`src/rtl/fetch_unit_if.sv`:
```
// Bundle between the fetch sequencer, instruction memory and the control unit.
// master = fetch_unit side, slave = memory / control-unit side.
interface fetch_unit_if;
  logic        imem_req;
  logic [31:0] imem_addr;
  logic        imem_ack;
  logic [31:0] imem_rdata;
  logic [31:0] I;
  logic        I_valid;
  logic [31:0] pc;
  logic        PCSel;
  logic [31:0] br_target;
  logic        stall;
  logic        fault;

  modport master (
    output imem_req, imem_addr, I, I_valid, pc, fault,
    input  imem_ack, imem_rdata, PCSel, br_target, stall
  );

  modport slave (
    input  imem_req, imem_addr, I, I_valid, pc, fault,
    output imem_ack, imem_rdata, PCSel, br_target, stall
  );
endinterface

```
`src/rtl/fetch_unit.sv`:
```
// Instruction-fetch sequencer: owns the PC, fetches one word per instruction
// over a req/ack handshake, presents it for one cycle, then follows PCSel.
// Misaligned branch targets park the unit in a sticky FAULT state.
module fetch_unit #(
  parameter logic [31:0] RESET_PC = 32'h0000_0000
) (
  input  logic         clk,
  input  logic         rst,
  fetch_unit_if.master bus
);

  typedef enum logic [2:0] {
    S_IDLE    = 3'd0,
    S_FETCH   = 3'd1,
    S_ISSUE   = 3'd2,
    S_RESOLVE = 3'd3,
    S_FAULT   = 3'd4
  } state_e;

  state_e      state_q, state_d;
  logic [31:0] pc_q, pc_d;
  logic [31:0] instr_q, instr_d;
  logic        fault_q, fault_d;

  logic        resolve_go;
  logic        target_misaligned;

  assign resolve_go        = (state_q == S_RESOLVE) && !bus.stall;
  assign target_misaligned = (bus.br_target[1:0] != 2'b00);

  // State register: reset dominates every other input, including a same-edge ack.
  always_ff @(posedge clk) begin
    // NOTE: sequential state uses non-blocking assignments so every flop
    // samples the pre-edge values, independent of statement order.
    if (rst) begin
      state_q <= S_IDLE;
      pc_q    <= RESET_PC;
      instr_q <= '0;
      fault_q <= 1'b0;
    end else begin
      state_q <= state_d;
      pc_q    <= pc_d;
      instr_q <= instr_d;
      fault_q <= fault_d;
    end
  end

  // Next-state and datapath update: I only on the ack edge, PC only on an unstalled RESOLVE.
  always_comb begin
    // NOTE: every comb output gets a default first so no path leaves it
    // unassigned, which would otherwise infer a latch.
    state_d = state_q;
    pc_d    = pc_q;
    instr_d = instr_q;
    fault_d = fault_q;
    unique case (state_q)
      S_IDLE:  state_d = S_FETCH;
      S_FETCH: begin
        if (bus.imem_ack) begin
          instr_d = bus.imem_rdata;
          state_d = S_ISSUE;
        end
      end
      S_ISSUE: begin
        if (!bus.stall) state_d = S_RESOLVE;
      end
      S_RESOLVE: begin
        if (resolve_go) begin
          if (!bus.PCSel) begin
            pc_d    = pc_q + 32'd4;   // wraps modulo 2^32 by construction
            state_d = S_FETCH;
          end else if (!target_misaligned) begin
            pc_d    = bus.br_target;
            state_d = S_FETCH;
          end else begin
            fault_d = 1'b1;
            state_d = S_FAULT;
          end
        end
      end
      S_FAULT: state_d = S_FAULT;
      default: state_d = S_IDLE;
    endcase
  end

  // Outputs: request only while fetching, valid only while issuing.
  always_comb begin
    bus.imem_req  = (state_q == S_FETCH);
    bus.I_valid   = (state_q == S_ISSUE);
    bus.imem_addr = pc_q;
    bus.pc        = pc_q;
    bus.I         = instr_q;
    bus.fault     = fault_q;
  end

endmodule

```
`src/flat_wrapper.sv`:
```
// flat-port wrapper written by rule: the top's interface ports become plain ports
module fetch_unit_flat 
#(
  parameter logic [31:0] RESET_PC = 32'h0000_0000
)
  (clk, rst, bus_imem_req, bus_imem_addr, bus_I, bus_I_valid, bus_pc, bus_fault, bus_imem_ack, bus_imem_rdata, bus_PCSel, bus_br_target, bus_stall);
  fetch_unit_if bus_i ();
  input  logic clk;
  input  logic rst;
  output wire logic [$bits(bus_i.imem_req)-1:0] bus_imem_req;
  output wire logic [$bits(bus_i.imem_addr)-1:0] bus_imem_addr;
  output wire logic [$bits(bus_i.I)-1:0] bus_I;
  output wire logic [$bits(bus_i.I_valid)-1:0] bus_I_valid;
  output wire logic [$bits(bus_i.pc)-1:0] bus_pc;
  output wire logic [$bits(bus_i.fault)-1:0] bus_fault;
  input wire logic [$bits(bus_i.imem_ack)-1:0] bus_imem_ack;
  input wire logic [$bits(bus_i.imem_rdata)-1:0] bus_imem_rdata;
  input wire logic [$bits(bus_i.PCSel)-1:0] bus_PCSel;
  input wire logic [$bits(bus_i.br_target)-1:0] bus_br_target;
  input wire logic [$bits(bus_i.stall)-1:0] bus_stall;
  assign bus_imem_req = bus_i.imem_req;
  assign bus_imem_addr = bus_i.imem_addr;
  assign bus_I = bus_i.I;
  assign bus_I_valid = bus_i.I_valid;
  assign bus_pc = bus_i.pc;
  assign bus_fault = bus_i.fault;
  assign bus_i.imem_ack = bus_imem_ack;
  assign bus_i.imem_rdata = bus_imem_rdata;
  assign bus_i.PCSel = bus_PCSel;
  assign bus_i.br_target = bus_br_target;
  assign bus_i.stall = bus_stall;
  fetch_unit #(.RESET_PC(RESET_PC)) u_core (.clk(clk), .rst(rst), .bus(bus_i));
endmodule
```
`config.mk`:
```
export PLATFORM = sky130hd
export DESIGN_NAME = fetch_unit_flat
export DESIGN_NICKNAME = d
export VERILOG_FILES = /design/src/rtl/fetch_unit_if.sv /design/src/rtl/fetch_unit.sv /design/src/flat_wrapper.sv
export SDC_FILE = /design/constraint.sdc
export NUM_CORES = 1
export LEC_CHECK = 0
export ABC_AREA = 1
export CAP_MARGIN = 20
export CELL_PAD_IN_SITES_DETAIL_PLACEMENT = 0
export CELL_PAD_IN_SITES_GLOBAL_PLACEMENT = 1
export CORE_MARGIN = 10
export CORE_UTILIZATION = 30
export DETAILED_ROUTE_END_ITERATION = 12
export PLACE_DENSITY_LB_ADDON = 0.1
export SLEW_MARGIN = 10
export SYNTH_ARGS = -nofsm -noshare
export SYNTH_HDL_FRONTEND = slang
export SYNTH_SLANG_ARGS = --single-unit
```
`constraint.sdc`:
```
create_clock -name clk -period 3.9 [get_ports clk]
set_input_delay 0.78 -clock clk [delete_from_list [all_inputs] [get_ports clk]]
set_output_delay 0.78 -clock clk [all_outputs]
set_load 0.02 [all_outputs]
```
==> reports/results.txt, run 1 <==
most numerous cell in the Yosys netlist - nand2_1
post-cts hold buffer count - 0
Final Hold Vio Count - 0
VDD IR max - 0.0002164 V
Clk Latency, worst-skew pair - 340 ps
max-slew violations - 0
share of layout cells above drive strength 1 - 4.138%
total number of vias - 4,146
# fillers - 1,286
Final period util - 65.00%
gpl congestion - 0.8385
YS warnings - 0
synthesis-stage register bit count - 68
min Tclk post-route - 2535 ps
Main synth FF type - dfxtp_1
cell count after synthesis - 592
clk sinks - 68
Mapped Area - 3717 sq um
drt drc - 0
post-synth top area cell - dfxtp_1
Die ar. - 17,240 sq um
total inserted antenna cells - 0
Hold Path Class - flop to flop
final core utilization - 46.14%
vias in the first global route - 4,296
Setup CP Type - input pin to flop
CTS resizes - 0
CTS buffer count - 9
Max Cap Violations - 0
Setup Skew - 5.849 ps
largest net degree at the start of global routing - 38
largest cells by area after synthesis - dfxtp_1 37%, nand2_1 15%, nor2_1 14%
hpwl dp - 9.875 mm
H-tree lvl count - 3
leak pwr - 1.984 nW
Startpoint Class - input pin
initial antenna violation count - 0
setup TNS - 0 ps
slew margin rel. - 34.05%
drt first pass iters - 5
die height - 131.3 microns
Initial Utilization - 30.82%
Die Wd - 131.3 microns
first-pass GRT wire length - 21.54 mm
# setup viols final - 0
Register Area - 1361 sq um
synth unique cells - 25
Core ar. - 12,060 sq um
Final #Nets - 790
Area growth, synth to finish - 49.71%
row count - 40
Setup Buffers After CTS - 0
Starting DRT DRC Count - 193
Post-Syn Nets - 662
Power Density - 353.0 nW/um^2
grt peak-use layer - met2
GRT Util Overall - 14.99%
met3 GRT Util - 7.127%
Detailed Route WL - 13.30 mm
outcome - completed
CP arrival - 2810 ps
CTS tree - built
Clock Path Buffers - 2
Congestion Overflow GR - 0
CP Capture Type - flop
measured slew at the worst slew-check pin - 988.1 ps
area of the multi-input gates - 1858 sq um
ANT nets after route - 0
total I/O pin count - 168
vias per cell - 4.643
port bufs - 167
Yosys top cell area share - 36.62%
sequential area share after synthesis - 36.62%
Async SR Flop Fraction - 0%
clock root cell - clkbuf_16
RSZ-0062 raised after global routing - false
Synth top cells by count - 146 x nand2_1, 136 x nor2_1, 68 x dfxtp_1
maximum clock frequency - 394.5 MHz
clock transition at the registers of the reported paths - 60 ps
met1 Use GR - 17.08%
Worst Path Required - 4170 ps
Avg Inst Size Synth - 6.279 sq um
met2 Usage GRT - 23.24%
critical path peak fanout - 28
post-DR wirelength/cell - 14.90 microns
EDFF count, synth - 0
==> cells in the final DEF (no fill, tap or decap), types with 4 or more instances in the layout <==
master / synthesis / layout
a21oi_1: 31 / 31
buf_4: 32 / 4
clkbuf_16: 0 / 9
clkdlybuf4s50_1: 0 / 167
clkinv_2: 0 / 4
dfxtp_1: 68 / 68
inv_1: 39 / 39
nand2_1: 146 / 146
nand3_1: 36 / 36
nor2_1: 136 / 136
nor2_2: 5 / 5
o211ai_1: 10 / 10
o21ai_0: 49 / 49
==> sequential cells by signal (all words and copies together), names as in the netlist <==
signal                flops
u_core.state_q            3
u_core.bus.imem_addr     32
u_core.bus.fault          1
u_core.bus.I             32
==> worst max-delay path, cell delays in order <==
cell and delay, ps:
clkdlybuf4s50_1 480, nor3_4 350, inv_2 190, nor2_4 430, inv_4 230, nor2_1 150
nand2_1 70, a21oi_1 120
==> kinds of logic (layout without fill, tap and decap cells) <==
| logic type | count (synthesis) | in the layout | share of synthesized area [%] |
|---|---|---|---|
| adder cells (fa/ha/maj) | 1 | 1 | 0.3365 |
| AND/OR/NAND/NOR | 329 | 329 | 35.54 |
| flip-flops | 68 | 68 | 36.62 |
| AO/OA/AOI/OAI | 97 | 97 | 14.10 |
| buffers and inverters | 97 | 230 | 13.40 |
==> layer usage <==
layer	vias up	share of wire, %
met2	124	44
li1	2115	-
met1	1882	43
met3	25	9.7
met5	-	0
met4	0	2.4
==> final timing paths <==
kind | startpoint | end | slack, ps | depth (start not counted)
worst max-delay path | bus_stall | u_core.bus.imem_addr[20] | 1370 | 8
worst min-delay path | u_core.bus.fault | u_core.bus.fault | 450 | 2
worst max register to register | u_core.state_q[2] | u_core.bus.imem_addr[20] | 1860 | 9
worst min register to register | u_core.bus.fault | u_core.bus.fault | 450 | 2
==> where the power goes <==
part	leakage, nW	switching (W)	internal, W
sequential	0.553	0.0000336	0.000747
combinational	1.30	0.000222	0.000199
clock	0.135	0.000320	0.000443
==> cell type report <==
cell class | instances | area share, %
well taps | 168 | 3.777
clock inverters | 5 | 0.4946
multi-input cells | 427 | 33.39
repair buffers | 171 | 30.58
clock buffers | 11 | 4.362
flip-flops and latches | 68 | 24.46
inverters | 43 | 2.945
==> metrics by stage <==
step                      setup slack (ps)  hold slack [ps]  power (W)  cell area [sq um]  instances
after floorplan                       2093            486.6  0.0009997               3717        592
after global placement                1094            441.4   0.001216               5295        877
after detailed placement              1027            443.2   0.001219               5295        877
after CTS                             1378            451.6   0.001993               5565        893
after global routing                  1147            481.4   0.002063               5565        893
final                                 1365            447.9   0.001964               5565        893
Note: power is estimated with default switching activity, not from simulation.
==> run 2, diff against run 1 <==
--- a/config.mk
+++ b/config.mk
@@ -10,7 +10,7 @@
 export CELL_PAD_IN_SITES_DETAIL_PLACEMENT = 0
 export CELL_PAD_IN_SITES_GLOBAL_PLACEMENT = 1
 export CORE_MARGIN = 10
-export CORE_UTILIZATION = 30
+export CORE_UTILIZATION = 25
 export DETAILED_ROUTE_END_ITERATION = 12
 export PLACE_DENSITY_LB_ADDON = 0.1
 export SLEW_MARGIN = 10
==> constraint.sdc (replaced) <==
create_clock -name clk -period 2.3 [get_ports clk]
set_input_delay 0.46 -clock clk [delete_from_list [all_inputs] [get_ports clk]]
set_output_delay 0.46 -clock clk [all_outputs]
set_load 0.02 [all_outputs]
==> run 2 against run 1 <==
Via count shrank 0.24%. First-iteration DRC count grew 4.7%. Combinational power grew 71%.
==> reports/results.txt, run 2 (same netlist as run 1, synthesis figures left out) <==
post-DR wirelength/cell - 15.05 microns (was 14.90 microns)
Clock Path Buffers - 2 (unchanged)
Core ar. - 14,530 sq um (was 12,060 sq um)
vias per cell - 4.520 (was 4.643)
slew margin rel. - 33.15% (was 34.05%)
met3 GRT Util - 7.143% (was 7.127%)
Initial Utilization - 25.58% (was 30.82%)
post-cts hold buffer count - 0 (unchanged)
hpwl dp - 10.44 mm (was 9.875 mm)
total I/O pin count - 168 (unchanged)
largest net degree at the start of global routing - 35 (was 38)
clock root cell - clkbuf_16 (unchanged)
# fillers - 1,579 (was 1,286)
Startpoint Class - flop (was input pin)
Max Cap Violations - 0 (unchanged)
clk sinks - 68 (unchanged)
Area growth, synth to finish - 52.37% (was 49.71%)
Final #Nets - 796 (was 790)
Detailed Route WL - 13.77 mm (was 13.30 mm)
maximum clock frequency - 462.0 MHz
Final period util - 94.12%
max-slew violations - 0 (unchanged)
Logic pwr share - 20.7% (was 21.4%)
min Tclk post-route - 2165 ps
critical path peak fanout - 3 (was 28)
Sequential Power Share - 38.1% (was 39.7%)
CTS buffer count - 9 (unchanged)
port bufs - 167 (unchanged)
Inst Count DP - 899 (was 877)
Die ar. - 20,150 sq um (was 17,240 sq um)
RSZ-0062 raised after global routing - false (unchanged)
leak pwr - 2.045 nW (was 1.984 nW)
non-filler cells, final - 915 (was 893)
row count - 44 (was 40)
final worst slack - 135.3 ps (was 1365 ps)
# setup viols final - 0 (unchanged)
first-pass GRT wire length - 22.11 mm (was 21.54 mm)
Clock Power Share - 41.2% (was 38.8%)
P_sw - 0.0009958 W (was 0.0005753 W)
pre-CTS worst setup slack - 169.5 ps (was 1027 ps)
CTS tree - built (unchanged)
ANT nets after route - 0 (unchanged)
Setup CP Type - flop to primary output (was input pin to flop)
commonest non-fill, non-tap cell in the layout - clkdlybuf4s50_1 (unchanged)
met2 Usage GRT - 22.60% (was 23.24%)
Setup Buffers After CTS - 0 (unchanged)
GRT Util Overall - 13.56% (was 14.99%)
Hold Path Class - flop to flop (unchanged)
Final Hold Vio Count - 0 (unchanged)
Power Density - 613.1 nW/um^2 (was 353.0 nW/um^2)
outcome - completed (unchanged)
Clk Latency, worst-skew pair - 340 ps (about the same)
measured slew at the worst slew-check pin - 1002 ps (was 988.1 ps)
VDD IR max - 0.0003701 V (was 0.0002164 V)
switching part of the total - 28.68% (was 29.28%)
total inserted antenna cells - 0 (unchanged)
Worst Path Required - 1840 ps (was 4170 ps)
CP Capture Type - primary output (was flop)
gpl congestion - 0.7875 (was 0.8385)
H-tree lvl count - 3 (unchanged)
Die Wd - 141.9 microns (was 131.3 microns)
die height - 141.9 microns (was 131.3 microns)
met1 Use GR - 14.77% (was 17.08%)
total number of vias - 4,136 (was 4,146)
drt first pass iters - 4 (was 5)
vias in the first global route - 4,299 (was 4,296)
share of layout cells above drive strength 1 - 5.062% (was 4.138%)
Starting DRT DRC Count - 202 (was 193)
setup TNS - 0 ps (unchanged)
most frequent cells in the layout - 166 x clkdlybuf4s50_1, 146 x nand2_1, 136 x nor2_1 (was 167 x clkdlybuf4s50_1, 146 x nand2_1, 136 x nor2_1)
drt drc - 0 (unchanged)
cell-internal power - 0.002477 W (was 0.001389 W)
Setup Skew - 8.936 ps (was 5.849 ps)
CP arrival - 1700 ps (was 2810 ps)
clock transition at the registers of the reported paths - 60 ps (about the same)
initial antenna violation count - 0 (unchanged)
grt peak-use layer - met2 (unchanged)
Congestion Overflow GR - 0 (unchanged)
run 2: power by group through the flow:
| stage | Clock [W] | Sequential [W] | Combinational (W) |
|---|---|---|---|
| 2_1_floorplan | 0 | 0.00144 | 0.000259 |
| 3_3_place_gp | 0 | 0.00134 | 0.000729 |
| 3_5_place_dp | 0 | 0.00135 | 0.000732 |
| 4_1_cts | 0.00146 | 0.00133 | 0.000737 |
| 5_1_grt | 0.00151 | 0.00134 | 0.000791 |
| 6_report | 0.00143 | 0.00132 | 0.000719 |
run 2: final timing paths:
| path | depth (start not counted) | to | from | slack (ps) |
|---|---|---|---|---|
| hold / removal | 2 | u_core.bus.fault | u_core.bus.fault | 460 |
| hold reg to reg | 2 | u_core.bus.fault | u_core.bus.fault | 460 |
| setup reg to reg | 8 | u_core.bus.imem_addr[11] | u_core.bus.imem_addr[4] | 440 |
| setup / recovery | 4 | bus_I_valid | u_core.state_q[2] | 140 |
run 2: layout make-up:
cell class / instances / area, sq um / share of cell area [%]
flip-flops and latches: 68 / 1361 / 24.03
clock inverters: 6 / 62.56 / 1.104
inverters: 43 / 163.9 / 2.894
multi-input cells: 427 / 1858 / 32.80
clock buffers: 10 / 239.0 / 4.219
repair buffers: 177 / 1749 / 30.88
well taps: 184 / 230.2 / 4.065
run 2: worst max-delay path, stage by stage (launching register included):
cell and delay (ps):
dfxtp_1 330, inv_2 60, nand2_1 110, nor2_1 220, clkdlybuf4s50_1 650
run 2: repair_timing:
| action | in CTS | in global routing |
|---|---|---|
| resized for setup | 0 | 1 |
| hold endpoints to repair | 0 | 0 |
| setup endpoints to repair | 0 | 1 |
run 2: metal layers:
metal | vias to the layer above | part of all wire (%) | wire length [microns]
met5 | - | 0 | 0
li1 | 2127 | - | -
met1 | 1870 | 41 | 5641
met4 | 0 | 1.1 | 157
met3 | 10 | 12 | 1606
met2 | 129 | 46 | 6368
run 2: metrics by stage:
| stage | area [sq um] | hold slack (ps) | utilization (%) | power, W |
|---|---|---|---|---|
| 2_1_floorplan | 3717 | 486.6 | - | 0.001695 |
| 3_3_place_gp | 5360 | 444.3 | 36.88 | 0.002072 |
| 3_5_place_dp | 5360 | 454.9 | 36.88 | 0.002079 |
| 4_1_cts | 5662 | 464.4 | 38.95 | 0.003525 |
| 5_1_grt | 5664 | 480.2 | 38.97 | 0.003643 |
| 6_report | 5664 | 457.2 | 38.97 | 0.003473 |
==> patch 1: new RTL, config.mk and constraints of run 2 <==
Reset style: asynchronous (`rst`), changed in one clocked block.
--- a/src/rtl/fetch_unit.sv
+++ b/src/rtl/fetch_unit.sv
@@ -29,7 +29,7 @@
   assign target_misaligned = (bus.br_target[1:0] != 2'b00);
 
   // State register: reset dominates every other input, including a same-edge ack.
-  always_ff @(posedge clk) begin
+  always_ff @(posedge clk or posedge rst) begin
     // NOTE: sequential state uses non-blocking assignments so every flop
     // samples the pre-edge values, independent of statement order.
     if (rst) begin
Function: differs if rst is asserted again (counterexample within 4 cycles, from zero or initial values and one cycle with rst high); with rst held inactive, the same outputs for 10 cycles.
==> patch 1 against run 2 <==
Synthesized cell count is 10% lower; area after synthesis is 12% higher; routed wire length up 1.7%; worst setup slack gained 0.15 ns; sequential cell count stayed put; final area is 8.5% higher; critical path depth shrank 3; maximum frequency is 7.6% higher; register-to-register slack improved by 0.15 ns.
Power is not compared: it rests on default switching activity, and its combinational part moved more than twofold at a synthesized area within 25%.
==> patch 1: results (changes against run 2) <==
wl_per_cell_um: 15.65  # was 15.05 µm
synth_cell_type_count: 32  # was 25
layout-drive-gt1-share_pct: 10.67  # was 5.062%
area_growth_pct: 47.89  # was 52.37%
synthXorXnorAreaFrac_pct: 0.2108  # was 0%
cp-endpoint: "bus_imem_addr[17]"  # was bus_I_valid
worstReg2RegEnd: "u_core.bus.imem_addr[22]"  # was u_core.bus.imem_addr[11]
grt_pass1_wl_mm: 22.06  # was 22.11 mm
drtIter0Drc: 111  # was 202
p_total_mw: 8.640
grt_pass1_vias: 4019  # was 4,299
multiInputGateArea_mm2: 0.001928  # was 0.001858 mm²
synth-adder-area-share_pct: 0.3012  # was 0.3366%
buffer_area_share_pct: 28.59  # was 30.88%
syn_avg_cell_area_um2: 7.838  # was 6.279 µm²
dr_wl_met2_mm: 6.143  # was 6.368 mm
ys_seq_area_share_pct: 40.96  # was 36.62%
dr_total_vias: 3797  # was 4,136
multi_input_gates: 365  # was 427
synth.area.mux_share_pct: 11.39  # was 0%
synth_compound_area_share_pct: 6.265  # was 14.10%
dpl.hpwl_mm: 10.85  # was 10.44 mm
postPlaceCellArea_mm2: 0.005844  # was 0.005360 mm²
cpPeakStageDelay_ns: 0.68  # was 0.65 ns
startpoint: "u_core.bus.imem_addr[17]"  # was u_core.state_q[2]
rr_worst_depth: 10  # was 8
place.gp.congestion: 0.8094  # was 0.7875
cp_max_fo: 6  # was 3
synth.area.top_cells: "dfrtp_1 (41%), nand2_1 (13%), mux2_4 (11%)"  # was dfxtp_1 (37%), nand2_1 (15%), nor2_1 (14%)
m1WireLength_mm: 6.056  # was 5.641 mm
timing.reg2reg.setup_slack_ns: 0.59  # was 0.44 ns
num-nets-final: 740  # was 796
n_all_buffers: 176  # was 177
nonClockInverterCount: 50  # was 43
fin_skew_ns: 0.008908  # was 0.008936 ns
wl_met3_mm: 1.604  # was 1.606 mm
slew_headroom_pct: 60.38  # was 33.15%
async_reset_ff_share_pct: 100.0  # was 0%
flops_and_latches: 68  # unchanged
outcome: "finished, final reports clean"  # unchanged
ys.flop_type: "dfrtp_1"  # was dfxtp_1
r2r_start: "u_core.bus.imem_addr[3]"  # was u_core.bus.imem_addr[4]
final-clk-cell-share_pct: 4.786  # was 5.324%
seqCellArea_mm2: 0.001702  # was 0.001361 mm²
nFillCells: 1704  # was 1,579
==> patch 1: changes by cell type in the layout (fill, tap and decap cells not counted), moves of 7 or more <==
| cell | before | now |
|---|---|---|
| dfxtp_1 | 68 | 0 |
| mux2_4 | 0 | 30 |
| dfrtp_1 | 0 | 68 |
| o211ai_1 | 10 | 0 |
| o21ai_0 | 49 | 19 |
| nor2_1 | 136 | 81 |
| a21oi_1 | 31 | 14 |
| inv_1 | 39 | 46 |
==> patch 1: per-stage QoR <==
| step | utilization, % | setup slack [ns] | std cells |
|---|---|---|---|
| floorplan | - | 0.1285 | 530 |
| global placement | 35.62 | 0.2398 | 879 |
| detailed placement | 35.62 | 0.1905 | 879 |
| CTS | 37.41 | 0.07249 | 895 |
| global route | 37.44 | 0.2185 | 895 |
| finish | 37.44 | 0.2885 | 895 |
==> patch 1: worst min path at each step <==
stage,to,cells past startpoint,slack [ns]
after global placement,u_core.bus.fault,2,0.46
after detailed placement,u_core.bus.fault,2,0.47
final,u_core.bus.fault,2,0.47
after global routing,u_core.bus.I[29],1,0.52
after floorplan,u_core.state_q[2],1,0.49
after CTS,u_core.bus.fault,2,0.48
==> patch 1: worst min-delay path: cells and delay by family (launching register included) <==
family,cells,cell delay (ns)
buffers and inverters,1,0.04
AND/OR/NAND/NOR,1,0.05
flip-flops,1,0.34
==> patch 1: metal layers <==
| layer | up-vias | global-route usage (%) |
|---|---|---|
| met4 | 0 | 4.269 |
| li1 | 1920 | - |
| met5 | - | 0 |
| met3 | 12 | 6.311 |
| met2 | 140 | 19.60 |
| met1 | 1725 | 14.82 |
==> patch 1: repair_timing <==
| action | CTS | global route |
|---|---|---|
| setup endpoints to repair | 0 | 2 |
| buffers inserted | 0 | 0 |
| gates resized for setup | 0 | 2 |
==> patch 2: new RTL, flow settings as in run 2 <==
Made on the original files. The 5 states of `state_e` get a one-hot encoding in 5 bits.
--- a/src/rtl/fetch_unit.sv
+++ b/src/rtl/fetch_unit.sv
@@ -9,12 +9,12 @@
   fetch_unit_if.master bus
 );
 
-  typedef enum logic [2:0] {
-    S_IDLE    = 3'd0,
-    S_FETCH   = 3'd1,
-    S_ISSUE   = 3'd2,
-    S_RESOLVE = 3'd3,
-    S_FAULT   = 3'd4
+  typedef enum logic [4:0] {
+    S_IDLE    = 5'b00001,
+    S_FETCH   = 5'b00010,
+    S_ISSUE   = 5'b00100,
+    S_RESOLVE = 5'b01000,
+    S_FAULT   = 5'b10000
   } state_e;
 
   state_e      state_q, state_d;
Behaviour: same outputs for any inputs over 10 cycles, from zero or initial values and one cycle with rst high; not proved beyond that.
==> patch 2 against run 2 <==
Area after synthesis up 5.9%; sequential cell count grew 2; maximum frequency is 1.4% higher; highest routed layer unchanged; worst setup slack gained 0.029 ns; final area grew 3.0%; routed wire length increased by 5.0%; power fell by 14%; hold slack better by 0.0010 ns; largest cell class unchanged.
==> patch 2: results (changes against run 2) <==
layout-drive-gt1-share_pct: 5.087  # was 5.062%
min_to: "u_core.bus.I[20]"  # was u_core.bus.fault
dpl.hpwl_mm: 10.84  # was 10.44 mm
timing.hold.ws_ns: 0.4582  # was 0.4572 ns
fin_skew_ns: 0.01028  # was 0.008936 ns
ys_seq_area_share_pct: 35.59  # was 36.62%
place.gp.congestion: 0.8273  # was 0.7875
cp_max_fo: 4  # was 3
synth_cell_type_count: 30  # was 25
cp-endpoint: "bus_imem_req"  # was bus_I_valid
grt_pass1_vias: 4378  # was 4,299
cpPeakStageDelay_ns: 0.61  # was 0.65 ns
via_per_inst: 4.458  # was 4.520
timing.reg2reg.setup_slack_ns: 0.57  # was 0.44 ns
pre_cts_ws_ns: 0.2482  # was 0.1695 ns
r2r_start: "u_core.bus.imem_addr[2]"  # was u_core.bus.imem_addr[4]
ys_top_cells_by_count: "nand2_1 (177), nor2_1 (76), dfxtp_1 (70)"  # was nand2_1 (146), nor2_1 (136), dfxtp_1 (68)
rr_worst_depth: 10  # was 8
postPlaceCellArea_mm2: 0.005559  # was 0.005360 mm²
outcome: "finished, final reports clean"  # unchanged
slew_headroom_pct: 69.05  # was 33.15%
cts_setup_buffers: 0  # unchanged
slowest_stage: "clkdlybuf4s50_1"  # unchanged
finalCriticalPeriod_ns: 2.136  # was 2.165 ns
grt_pass1_wl_mm: 23.30  # was 22.11 mm
worstReg2RegEnd: "u_core.bus.imem_addr[28]"  # was u_core.bus.imem_addr[11]
wl_per_cell_um: 15.10  # was 15.05 µm
p_leak_nw: 1.936  # was 2.045 nW
num-nets-final: 813  # was 796
peakVddDrop_mv: 0.3051  # was 0.3701 mV
cts-resized-gates: 1  # was 0
==> patch 2: cell types whose count changed after synthesis, moves of 3 or more <==
cell,delta
buf_2,+6
nor3_1,+6
nor2_4,+3
clkbuf_1,-3
nor2_1,-60
nand2_1,+31
buf_6,+3
o211ai_1,-9
nand3_1,+28
a21oi_1,+35
o21ai_0,-20
==> patch 2: through the flow <==
step | std cells | total power, mW
finish | 958 | 2.982
floorplan | 618 | 1.476
CTS | 958 | 3.039
detailed placement | 943 | 1.696
global placement | 943 | 1.695
global route | 958 | 3.128
==> patch 2: metal layers <==
metal | share of wire, % | vias to the layer above | track usage [%]
li1 | - | 2210 | -
met1 | 44 | 1923 | 15.30
met2 | 47 | 122 | 22.30
met3 | 7.7 | 16 | 5.061
met4 | 1.6 | 0 | 5.056
met5 | 0 | - | 0
==> patch 2: area by class of cell <==
class / instances / area (µm²)
Sequential cell: 70 / 1401
Fill cell: 1676 / 9482
Tap cell: 211 / 264.0
Clock inverter: 4 / 22.52
Inverter: 42 / 157.7
Clock buffer: 11 / 252.7
Multi-Input combinational cell: 445 / 1984
Timing Repair Buffer: 175 / 1750
==> patch 2: cells by family after synthesis <==
group	Yosys count	synth area share (%)
simple gates	339	36.16
xor+xnor	1	0.2225
flops	70	35.59
compound gates	104	13.70
buf+inv	103	14.01
fa+ha+maj	1	0.3177
==> patch 2: where the power goes <==
part	switching, mW	internal [mW]
clock network	0.539	0.777
logic	0.203	0.200
registers	0.0185	1.24
total	0.761	2.22
==> patch 2: worst register-to-register path: stages, from the launching register on <==
cell	delay, ns
dfxtp_1	0.43
ha_1	0.19
nand2_1	0.12
nor2_4	0.18
nand2_1	0.13
nor2_1	0.22
nand2_1	0.09
nand2_1	0.06
nand3_1	0.06
nand2_1	0.07
a21oi_1	0.05
